`config.mk`:
```
export PLATFORM = sky130hd
export DESIGN_NAME = alu_op_sequencer
export DESIGN_NICKNAME = d
export VERILOG_FILES = /design/src/rtl/alu_pkg.sv /design/src/rtl/alu_result_qual.sv /design/src/rtl/alu_op_sequencer.sv
export SDC_FILE = /design/constraint.sdc
export NUM_CORES = 1
export LEC_CHECK = 0
export CAP_MARGIN = 0
export CORE_MARGIN = 5
export CORE_UTILIZATION = 44
export CTS_CLUSTER_DIAMETER = 80
export DETAILED_ROUTE_END_ITERATION = 10
export GPL_ROUTABILITY_DRIVEN = 0
export GPL_TIMING_DRIVEN = 1
export HOLD_SLACK_MARGIN = 0.02
export PLACE_DENSITY_LB_ADDON = 0.05
export SKIP_LAST_GASP = 1
export SLEW_MARGIN = 0
export SYNTH_ARGS = -nofsm -noshare
export SYNTH_HDL_FRONTEND = slang
export SYNTH_SLANG_ARGS = --single-unit
```
`constraint.sdc`:
```
create_clock -name clk -period 4.9 [get_ports clk]
set_input_delay 0.98 -clock clk [delete_from_list [all_inputs] [get_ports clk]]
set_output_delay 0.98 -clock clk [all_outputs]
set_load 0.005 [all_outputs]
```
`src/rtl/alu_pkg.sv`:
```
// Shared definitions for the ALU operation sequencer: ALU command codes,
// error bit positions and the sequencer FSM state type.
// No logic; imported by alu_result_qual and alu_op_sequencer.
package alu_pkg;

  localparam logic [3:0] CMD_ADD = 4'd0;
  localparam logic [3:0] CMD_SUB = 4'd1;
  localparam logic [3:0] CMD_MUL = 4'd2;
  localparam logic [3:0] CMD_DIV = 4'd3;
  localparam logic [3:0] CMD_MOD = 4'd4;

  // Bit positions inside the 2-bit error vector {div_zero, overflow}.
  localparam int ERR_DZ  = 1;
  localparam int ERR_OVF = 0;

  typedef enum logic [1:0] {
    IDLE   = 2'd0,
    SETTLE = 2'd1,
    HOLD   = 2'd2
  } state_t;

endpackage

```
`src/rtl/alu_result_qual.sv`:
```
// Qualifies raw ALU output by command: zero-extends 16-bit results, masks flags.
// Latency: combinational (0 cycles).
// Backpressure: none; pure function of the command and ALU outputs.
// Ports: cmd (4) command in flight; alu_result (32) / alu_error (2) raw ALU outputs;
//        q_result (32) / q_err (2) qualified result and {div_zero, overflow}.
module alu_result_qual
  import alu_pkg::*;
(
  input  logic [3:0]  cmd,
  input  logic [31:0] alu_result,
  input  logic [1:0]  alu_error,
  output logic [31:0] q_result,
  output logic [1:0]  q_err
);

  always_comb begin
    q_result = '0;
    q_err    = '0;
    case (cmd)
      CMD_ADD, CMD_SUB: begin
        // Upper ALU bits are not trusted for 16-bit operations.
        q_result       = {16'b0, alu_result[15:0]};
        q_err[ERR_OVF] = alu_error[ERR_OVF];
      end
      CMD_MUL: begin
        // The ALU flags B==0 for every command; only div/mod may report it.
        q_result = alu_result;
      end
      CMD_DIV, CMD_MOD: begin
        q_result      = {16'b0, alu_result[15:0]};
        q_err[ERR_DZ] = alu_error[ERR_DZ];
      end
      default: begin
        q_result = '0;
        q_err    = '0;
      end
    endcase
  end

endmodule

```
`src/rtl/alu_op_sequencer.sv`:
```
// Sequencer in front of a combinational ALU: launches registered operands, waits
// SETTLE_CYCLES edges, then captures a qualified result (optionally into acc).
// Latency: out_valid rises SETTLE_CYCLES edges after accept; one op per SETTLE_CYCLES+2 cycles.
// Backpressure: result is held stable in HOLD until out_ready; no request accepted until then.
// Ports: clk/rst (async active-high); in_* request with valid/ready; alu_a/alu_b/alu_cmd
//        registered ALU drive; alu_result/alu_error from ALU; out_* result with valid/ready;
//        acc 32-bit accumulator.
// Optional: ALU_SEQ_STICKY_ERR_EN adds clr_err input and err_sticky (2) output.
module alu_op_sequencer
  import alu_pkg::*;
#(
  parameter int SETTLE_CYCLES = 2,
  parameter int CNT_W         = 4
) (
  input  logic        clk,
  input  logic        rst,
  input  logic        in_valid,
  output logic        in_ready,
  input  logic [3:0]  in_cmd,
  input  logic [15:0] in_a,
  input  logic [15:0] in_b,
  input  logic        in_use_acc,
  input  logic        in_wr_acc,
  output logic [15:0] alu_a,
  output logic [15:0] alu_b,
  output logic [3:0]  alu_cmd,
  input  logic [31:0] alu_result,
  input  logic [1:0]  alu_error,
  output logic        out_valid,
  input  logic        out_ready,
  output logic [31:0] out_result,
  output logic [1:0]  out_err,
  output logic [31:0] acc
`ifdef ALU_SEQ_STICKY_ERR_EN
  ,
  input  logic        clr_err,
  output logic [1:0]  err_sticky
`endif
);

  state_t           state_q, state_d;
  logic [CNT_W-1:0] cnt_q, cnt_d;
  logic [15:0]      alu_a_q, alu_a_d;
  logic [15:0]      alu_b_q, alu_b_d;
  logic [3:0]       alu_cmd_q, alu_cmd_d;
  logic             wr_acc_q, wr_acc_d;
  logic             in_ready_q, in_ready_d;
  logic             out_valid_q, out_valid_d;
  logic [31:0]      out_result_q, out_result_d;
  logic [1:0]       out_err_q, out_err_d;
  logic [31:0]      acc_q, acc_d;
  logic             capture;

  logic [31:0]      q_result;
  logic [1:0]       q_err;

  alu_result_qual u_qual (
    .cmd        (alu_cmd_q),
    .alu_result (alu_result),
    .alu_error  (alu_error),
    .q_result   (q_result),
    .q_err      (q_err)
  );

  always_comb begin
    state_d      = state_q;
    cnt_d        = cnt_q;
    alu_a_d      = alu_a_q;
    alu_b_d      = alu_b_q;
    alu_cmd_d    = alu_cmd_q;
    wr_acc_d     = wr_acc_q;
    in_ready_d   = in_ready_q;
    out_valid_d  = out_valid_q;
    out_result_d = out_result_q;
    out_err_d    = out_err_q;
    acc_d        = acc_q;
    capture      = 1'b0;
    case (state_q)
      IDLE: begin
        if (in_valid && in_ready_q) begin
          alu_a_d    = in_use_acc ? acc_q[15:0] : in_a;
          alu_b_d    = in_b;
          alu_cmd_d  = in_cmd;
          wr_acc_d   = in_wr_acc;
          cnt_d      = CNT_W'(SETTLE_CYCLES - 1);
          in_ready_d = 1'b0;
          state_d    = SETTLE;
        end
      end
      SETTLE: begin
        if (cnt_q == '0) begin
          capture      = 1'b1;
          out_result_d = q_result;
          out_err_d    = q_err;
          if (wr_acc_q) acc_d = q_result;
          out_valid_d  = 1'b1;
          state_d      = HOLD;
        end else begin
          cnt_d = cnt_q - CNT_W'(1);
        end
      end
      HOLD: begin
        // in_ready comes back one cycle after the result handshake.
        if (out_ready) begin
          out_valid_d = 1'b0;
          in_ready_d  = 1'b1;
          state_d     = IDLE;
        end
      end
      default: begin
        out_valid_d = 1'b0;
        in_ready_d  = 1'b1;
        state_d     = IDLE;
      end
    endcase
  end

`ifdef ALU_SEQ_STICKY_ERR_EN
  logic [1:0] err_sticky_q, err_sticky_d;

  // A capture in the same cycle as clr_err still sets its new bits.
  always_comb begin
    err_sticky_d = clr_err ? 2'b00 : err_sticky_q;
    if (capture) err_sticky_d = err_sticky_d | q_err;
  end

  always_ff @(posedge clk or posedge rst) begin
    if (rst) err_sticky_q <= '0;
    else     err_sticky_q <= err_sticky_d;
  end

  assign err_sticky = err_sticky_q;
`endif

  always_ff @(posedge clk or posedge rst) begin
    if (rst) begin
      state_q      <= IDLE;
      cnt_q        <= '0;
      alu_a_q      <= '0;
      alu_b_q      <= '0;
      alu_cmd_q    <= '0;
      wr_acc_q     <= 1'b0;
      in_ready_q   <= 1'b1;
      out_valid_q  <= 1'b0;
      out_result_q <= '0;
      out_err_q    <= '0;
      acc_q        <= '0;
    end else begin
      state_q      <= state_d;
      cnt_q        <= cnt_d;
      alu_a_q      <= alu_a_d;
      alu_b_q      <= alu_b_d;
      alu_cmd_q    <= alu_cmd_d;
      wr_acc_q     <= wr_acc_d;
      in_ready_q   <= in_ready_d;
      out_valid_q  <= out_valid_d;
      out_result_q <= out_result_d;
      out_err_q    <= out_err_d;
      acc_q        <= acc_d;
    end
  end

  assign in_ready   = in_ready_q;
  assign alu_a      = alu_a_q;
  assign alu_b      = alu_b_q;
  assign alu_cmd    = alu_cmd_q;
  assign out_valid  = out_valid_q;
  assign out_result = out_result_q;
  assign out_err    = out_err_q;
  assign acc        = acc_q;

endmodule
```
==> run metrics, run 1 <==
status finished, final reports clean; Leak between 3 and 4 nW; Top delay family on crit path flip-flops; peak supply drop around 0.25 mV; CTS resizes 0; total power draw 3.72 mW; dpl hpwl around 8.4 mm; CTS tree built; I/O pin count 180; first-pass GRT wire length about 19 mm; Worst path max stage delay 940 ps; mapped cell area between 4000 and 5000 um2; CTS sink cnt 111; number of H-tree levels 3; Slew Limit Headroom 0.343; post-route minimum period ~2900 ps; I/O Buffers 179; Nets roughly 600; CP Max Fanout 21; post-route ant nets 0; Synthesized Nets between 400 and 500; Critical Path Source Type flop; die height between 100 and 150 um; Area contributors post-synth dfrtp_1 58%, mux2_2 14%, mux2_4 8.2%, mux2i_1 3.6%, nor3b_1 2.5%; Min-Delay Path Class reg -> reg; Achievable Freq 339 MHz; CTS Buf Count 9; Async SR Flop Fraction 1.00; root buf cell clkbuf_8; # DRC 0; largest net degree at the start of global routing 60; Post-synth EDFFs 0; Site Rows 38; Core ar. between 10,000 and 15,000 um2; wire per inst ~18 um; worst path cell trace clkdlybuf4s50_1; Yosys top cell area share 0.575; latest clock arrival within the worst-skew pair ~360 ps; post-CTS setup buffer count 0; DRT Pass-1 Iters 4; placed standard-cell area 6710 um2; crit path kind reg -> out; total stage count of the critical path 1; Routed WL 11.8 mm; layout cells sized above 1 0.212; Antenna Cells 0; Setup-failing EPs final 0; DP Cell Count 650; total track usage 0.187; filler cell count 894; synth unique cells 33; vias per cell 5.00; Arrival @ worst endpoint roughly 2000 ps; vias in the first global route about 3,600; Final Hold Slack ~500 ps; hold path depth 1; GRT overflow 0; CTS clock-pin slew for the worst setup and hold paths 100 ps; final period utilization 0.602; sequential-to-total area share from yosys stat 0.581; worst reg2reg path depth 6; MaxCap Viol Count 0; Power Dens Cells between 500 and 600 nW/um2; top_reg_cell synth dfrtp_1; Syn Inst Count about 350; actual slew at the worst max-slew pin slightly below 1000 ps; Final Hold Fails 0; Die Area between 10,000 and 15,000 um2; Synth Register Bits approximately 110; Post-Layout Cell Count around 660; worst path required time ~4000 ps; yosys warns 0; first-iteration detailed-routing DRC count around 130; Final Max Slew Viols 0; CTS Hold Bufs 0; via count around 3,300; design area 6890 um2; Initial Utilization 0.445; CP max stage cell dfrtp_1; Setup TNS 0 ps; Synth area leader dfrtp_1; CP endpoint kind output pin; area of the multi-input gates around 1900 um2; initial antenna violation count 0; syn avg cell area 13.9 um2; Clock Path Buffers 2; Die X-Extent about 110 um; Synth-to-Final Area Change 43.9%; area of all sequential standard cells 2780 um2; RSZ-0062 raised after global routing false; WP buf/inv 1; clk_skew between 10 and 15 ps
placed cells by master (no fill, tap or decap), types with 2 or more instances in the layout:
master	instances
clkbuf_8	10
mux2i_1	17
dfrtp_1	110
nand2b_1	3
nor2b_1	4
clkbuf_1	3
nor3b_1	16
inv_1	5
mux2_2	58
nor3_1	2
mux2_1	2
o21ai_0	5
and2_1	16
clkdlybuf4s50_1	179
a21oi_1	20
nand2_1	4
mux2_4	26
nor2_1	22
ha_1	2
buf_4	6
cell families (layout without fill, tap and decap cells):
logic type,after synthesis,count (layout),share of synthesized area
muxes,103,103,0.258
AOI/OAI and AO/OA,27,27,0.0311
and+or+nand+nor,76,76,0.0947
buffers and inverters,26,205,0.0298
DFF,111,111,0.581
adders and majority gates,2,2,0.00523
synth_stat cells (2+ instances only):
| master | n |
|---|---|
| mux2_4 | 26 |
| nor2_1 | 22 |
| nor3b_1 | 16 |
| nand2b_1 | 3 |
| o21ai_0 | 5 |
| nor3_1 | 2 |
| nor2b_1 | 4 |
| buf_2 | 3 |
| and2_1 | 16 |
| buf_6 | 4 |
| mux2_2 | 58 |
| clkbuf_1 | 8 |
| inv_1 | 6 |
| buf_1 | 2 |
| dfrtp_1 | 110 |
| mux2i_1 | 17 |
| nand2_1 | 4 |
| a21oi_1 | 20 |
| mux2_1 | 2 |
| ha_1 | 2 |
| buf_4 | 3 |
per-stage QoR:
stage,setup slack [ps],util
5_1_grt,1870,0.641
2_1_floorplan,991,-
3_5_place_dp,2130,0.624
3_3_place_gp,2170,0.624
4_1_cts,1910,0.641
6_report,1950,0.641
path summary, 6_finish.rpt:
| check | from | to | slack [ps] |
|---|---|---|---|
| min in group asynchronous | rst | acc[12] | 1050 |
| max in group asynchronous | rst | acc[23] | 2960 |
| worst max-delay path | alu_cmd[3] | alu_cmd[3] | 1950 |
| worst min-delay path | acc[27] | acc[27] | 500 |
| worst max register to register | cnt_q[0] | out_result[14] | 2450 |
| worst min register to register | acc[27] | acc[27] | 500 |
where the power goes:
part | total [mW] | leakage, nW | internal [mW] | switching, mW
clock | 0.532 | 0.0896 | 0.247 | 0.286
combinational | 1.61 | 1.61 | 1.08 | 0.534
sequential | 1.58 | 1.43 | 1.30 | 0.280
final cells by class:
cell class / count / area share
clock buffer: 13 / 0.0216
timing repair buffer: 185 / 0.267
multi-input combinational: 208 / 0.275
inverter: 6 / 0.00363
sequential: 111 / 0.404
clock inverter: 1 / 0.00436
tap: 140 / 0.0254
state kept, by name, indices dropped and copies added (netlist names):
signal	cells
alu_b	16
acc	32
state_q	2
wr_acc_q	1
alu_a	16
alu_cmd	4
in_ready	1
out_valid	1
cnt_q	4
out_result	32
out_err	2
per-layer routing:
metal  part of all wire  GRT usage
met2               0.48      0.304
met3              0.090     0.0677
met4              0.015     0.0633
met1               0.41      0.231
met5                  0          0
(Power assumes the default switching activity.)
==> inputs of run 2 (changes only) <==
==> constraint.sdc (replaced) <==
create_clock -name clk -period 2.75 [get_ports clk]
set_input_delay 0.55 -clock clk [delete_from_list [all_inputs] [get_ports clk]]
set_output_delay 0.55 -clock clk [all_outputs]
set_load 0.005 [all_outputs]
==> run 2 against run 1 <==
  * Flip-flop and latch count unchanged
  * Critical endpoint is now out_result[31]
  * Via count barely moved
  * Global-route usage about the same
  * Wire length up 0.78%
  * Hold slack improved by 9.0 ps
  * Critical path type is now reg -> reg
  * Largest cell class unchanged
  * Utilization up 1.2 points
  * Cell count rose by 0.90%
  * Total power up 83%
  * Die area is the same
==> run metrics, run 2 (synthesis results as in run 1) <==
peak supply drop 0.441 mV (+80%); root buf cell clkbuf_8; Slew Limit Headroom 0.511 (+0.168); worst path required time 3000 ps (-920 ps); Final Max Slew Viols 0 (unchanged); CTS Buf Count 9 (unchanged); crit path kind reg -> reg; commonest non-fill, non-tap cell in the layout clkdlybuf4s50_1; commonest cells after routing, fill and taps aside 179 x clkdlybuf4s50_1, 110 x dfrtp_1, 58 x mux2_2, 26 x mux2_4, 22 x nor2_1; via count 3,322 (-0.030%); number of H-tree levels 3 (unchanged); layout cells sized above 1 0.226 (+0.0146); Min-Delay Path Class reg -> reg; Final Hold Slack 509 ps (+9.04 ps); Die Area 13,100 um2 (unchanged); # DRC 0 (unchanged); post-route minimum period ~2200 ps; CTS sink cnt 111 (unchanged); Power Dens Cells 972 nW/um2 (+80%); worst reg2reg path depth 6 (unchanged); vias per cell 4.96 (-0.93%); Clock Path Buffers 2 (unchanged); wire per inst 17.7 um (-0.12%); Critical Path Source Type flop; Leak 3.19 nW (+2.0%); Initial Utilization 0.445 (unchanged); final period utilization 0.799; Routed WL 11.9 mm (+0.78%); CP endpoint kind flop; CTS tree built; CTS Hold Bufs 0 (unchanged); first-pass GRT wire length 19.1 mm (-0.32%); Die X-Extent 114 um (unchanged); final worst slack 554 ps (-1400 ps); DRT Pass-1 Iters 4 (unchanged); initial antenna violation count 0 (unchanged); die height 114 um (unchanged); clk_skew 6.39 ps (-5.51 ps); RSZ-0062 raised after global routing false; Nets 604 (+0.83%); total track usage 0.187 (about the same); largest net degree at the start of global routing 33 (-45%); first-iteration detailed-routing DRC count 149 (+18%); vias in the first global route 3,562 (-1.4%); I/O Buffers 179 (unchanged); status finished, final reports clean; Core ar. 10,700 um2 (unchanged); dpl ws 563 ps (-1570 ps); Final Hold Fails 0 (unchanged); CP Max Fanout 15 (-29%); hold path depth 1 (unchanged); MaxCap Viol Count 0 (unchanged); Arrival @ worst endpoint 2450 ps (+480 ps); dpl hpwl 8.69 mm (+3.4%); I/O pin count 180 (unchanged); post-CTS setup buffer count 0 (unchanged); latest clock arrival within the worst-skew pair 360 ps (about the same); CTS resizes 0 (unchanged); Synth-to-Final Area Change 46.6%; Site Rows 38 (unchanged); GRT overflow 0 (unchanged); Setup TNS 0 ps (unchanged); actual slew at the worst max-slew pin 732 ps (-250 ps); Setup-failing EPs final 0 (unchanged); Achievable Freq 455 MHz; post-route ant nets 0 (unchanged); Antenna Cells 0 (unchanged); total power draw 6.82 mW (+83%); CTS clock-pin slew for the worst setup and hold paths 100 ps (about the same)
[run 2: changes by cell type in the layout (fill, tap and decap cells not counted)]
| cell | delta |
|---|---|
| bufinv_16 | +1 |
| clkbuf_1 | -3 |
| buf_4 | +2 |
| clkinvlp_4 | +1 |
| clkinv_2 | +1 |
| inv_4 | -1 |
| buf_12 | +3 |
| clkbuf_8 | +2 |
[run 2: final timing paths]
| kind | slack (ps) | start | to |
|---|---|---|---|
| min in group asynchronous | 640 | rst | alu_b[9] |
| min reg2reg | 510 | out_result[31] | out_result[31] |
| max | 550 | cnt_q[0] | out_result[31] |
| max reg2reg | 550 | cnt_q[0] | out_result[31] |
| max in group asynchronous | 1460 | rst | in_ready |
| min | 510 | out_result[31] | out_result[31] |
[run 2: through the flow]
stage                     instances  area (um2)  utilization
after floorplan                 345        4790            -
after global placement          655        6780        0.631
after detailed placement        655        6780        0.631
after CTS                       670        7010        0.653
after global routing            670        7010        0.653
final                           670        7010        0.653
[run 2: critical path, stage by stage, from the launching register on]
cell and delay [ps]:
dfrtp_1 390, inv_1 80, ha_1 220, nand2b_1 210
or2_2 450, buf_4 350, mux2_2 370
[run 2: final cells by class]
| class | count | area (um2) |
|---|---|---|
| Clock inverter | 3 | 65.1 |
| Inverter | 6 | 26.3 |
| Tap cell | 140 | 175 |
| Clock buffer | 12 | 165 |
| Multi-Input combinational cell | 208 | 1890 |
| Timing Repair Buffer | 190 | 1910 |
| Fill cell | 871 | 3730 |
| Sequential cell | 111 | 2780 |
[run 2: per-layer routing]
layer	GRT usage	part of all wire
met5	0	0
met1	0.237	0.42
met2	0.305	0.48
met3	0.0603	0.089
met4	0.0570	0.012
[run 2: power breakdown]
part	switching (mW)	leakage (nW)	internal, mW
Combinational	1.00	1.64	1.94
Sequential	0.447	1.43	2.31
Clock	0.529	0.118	0.582
Total	1.98	3.19	4.84
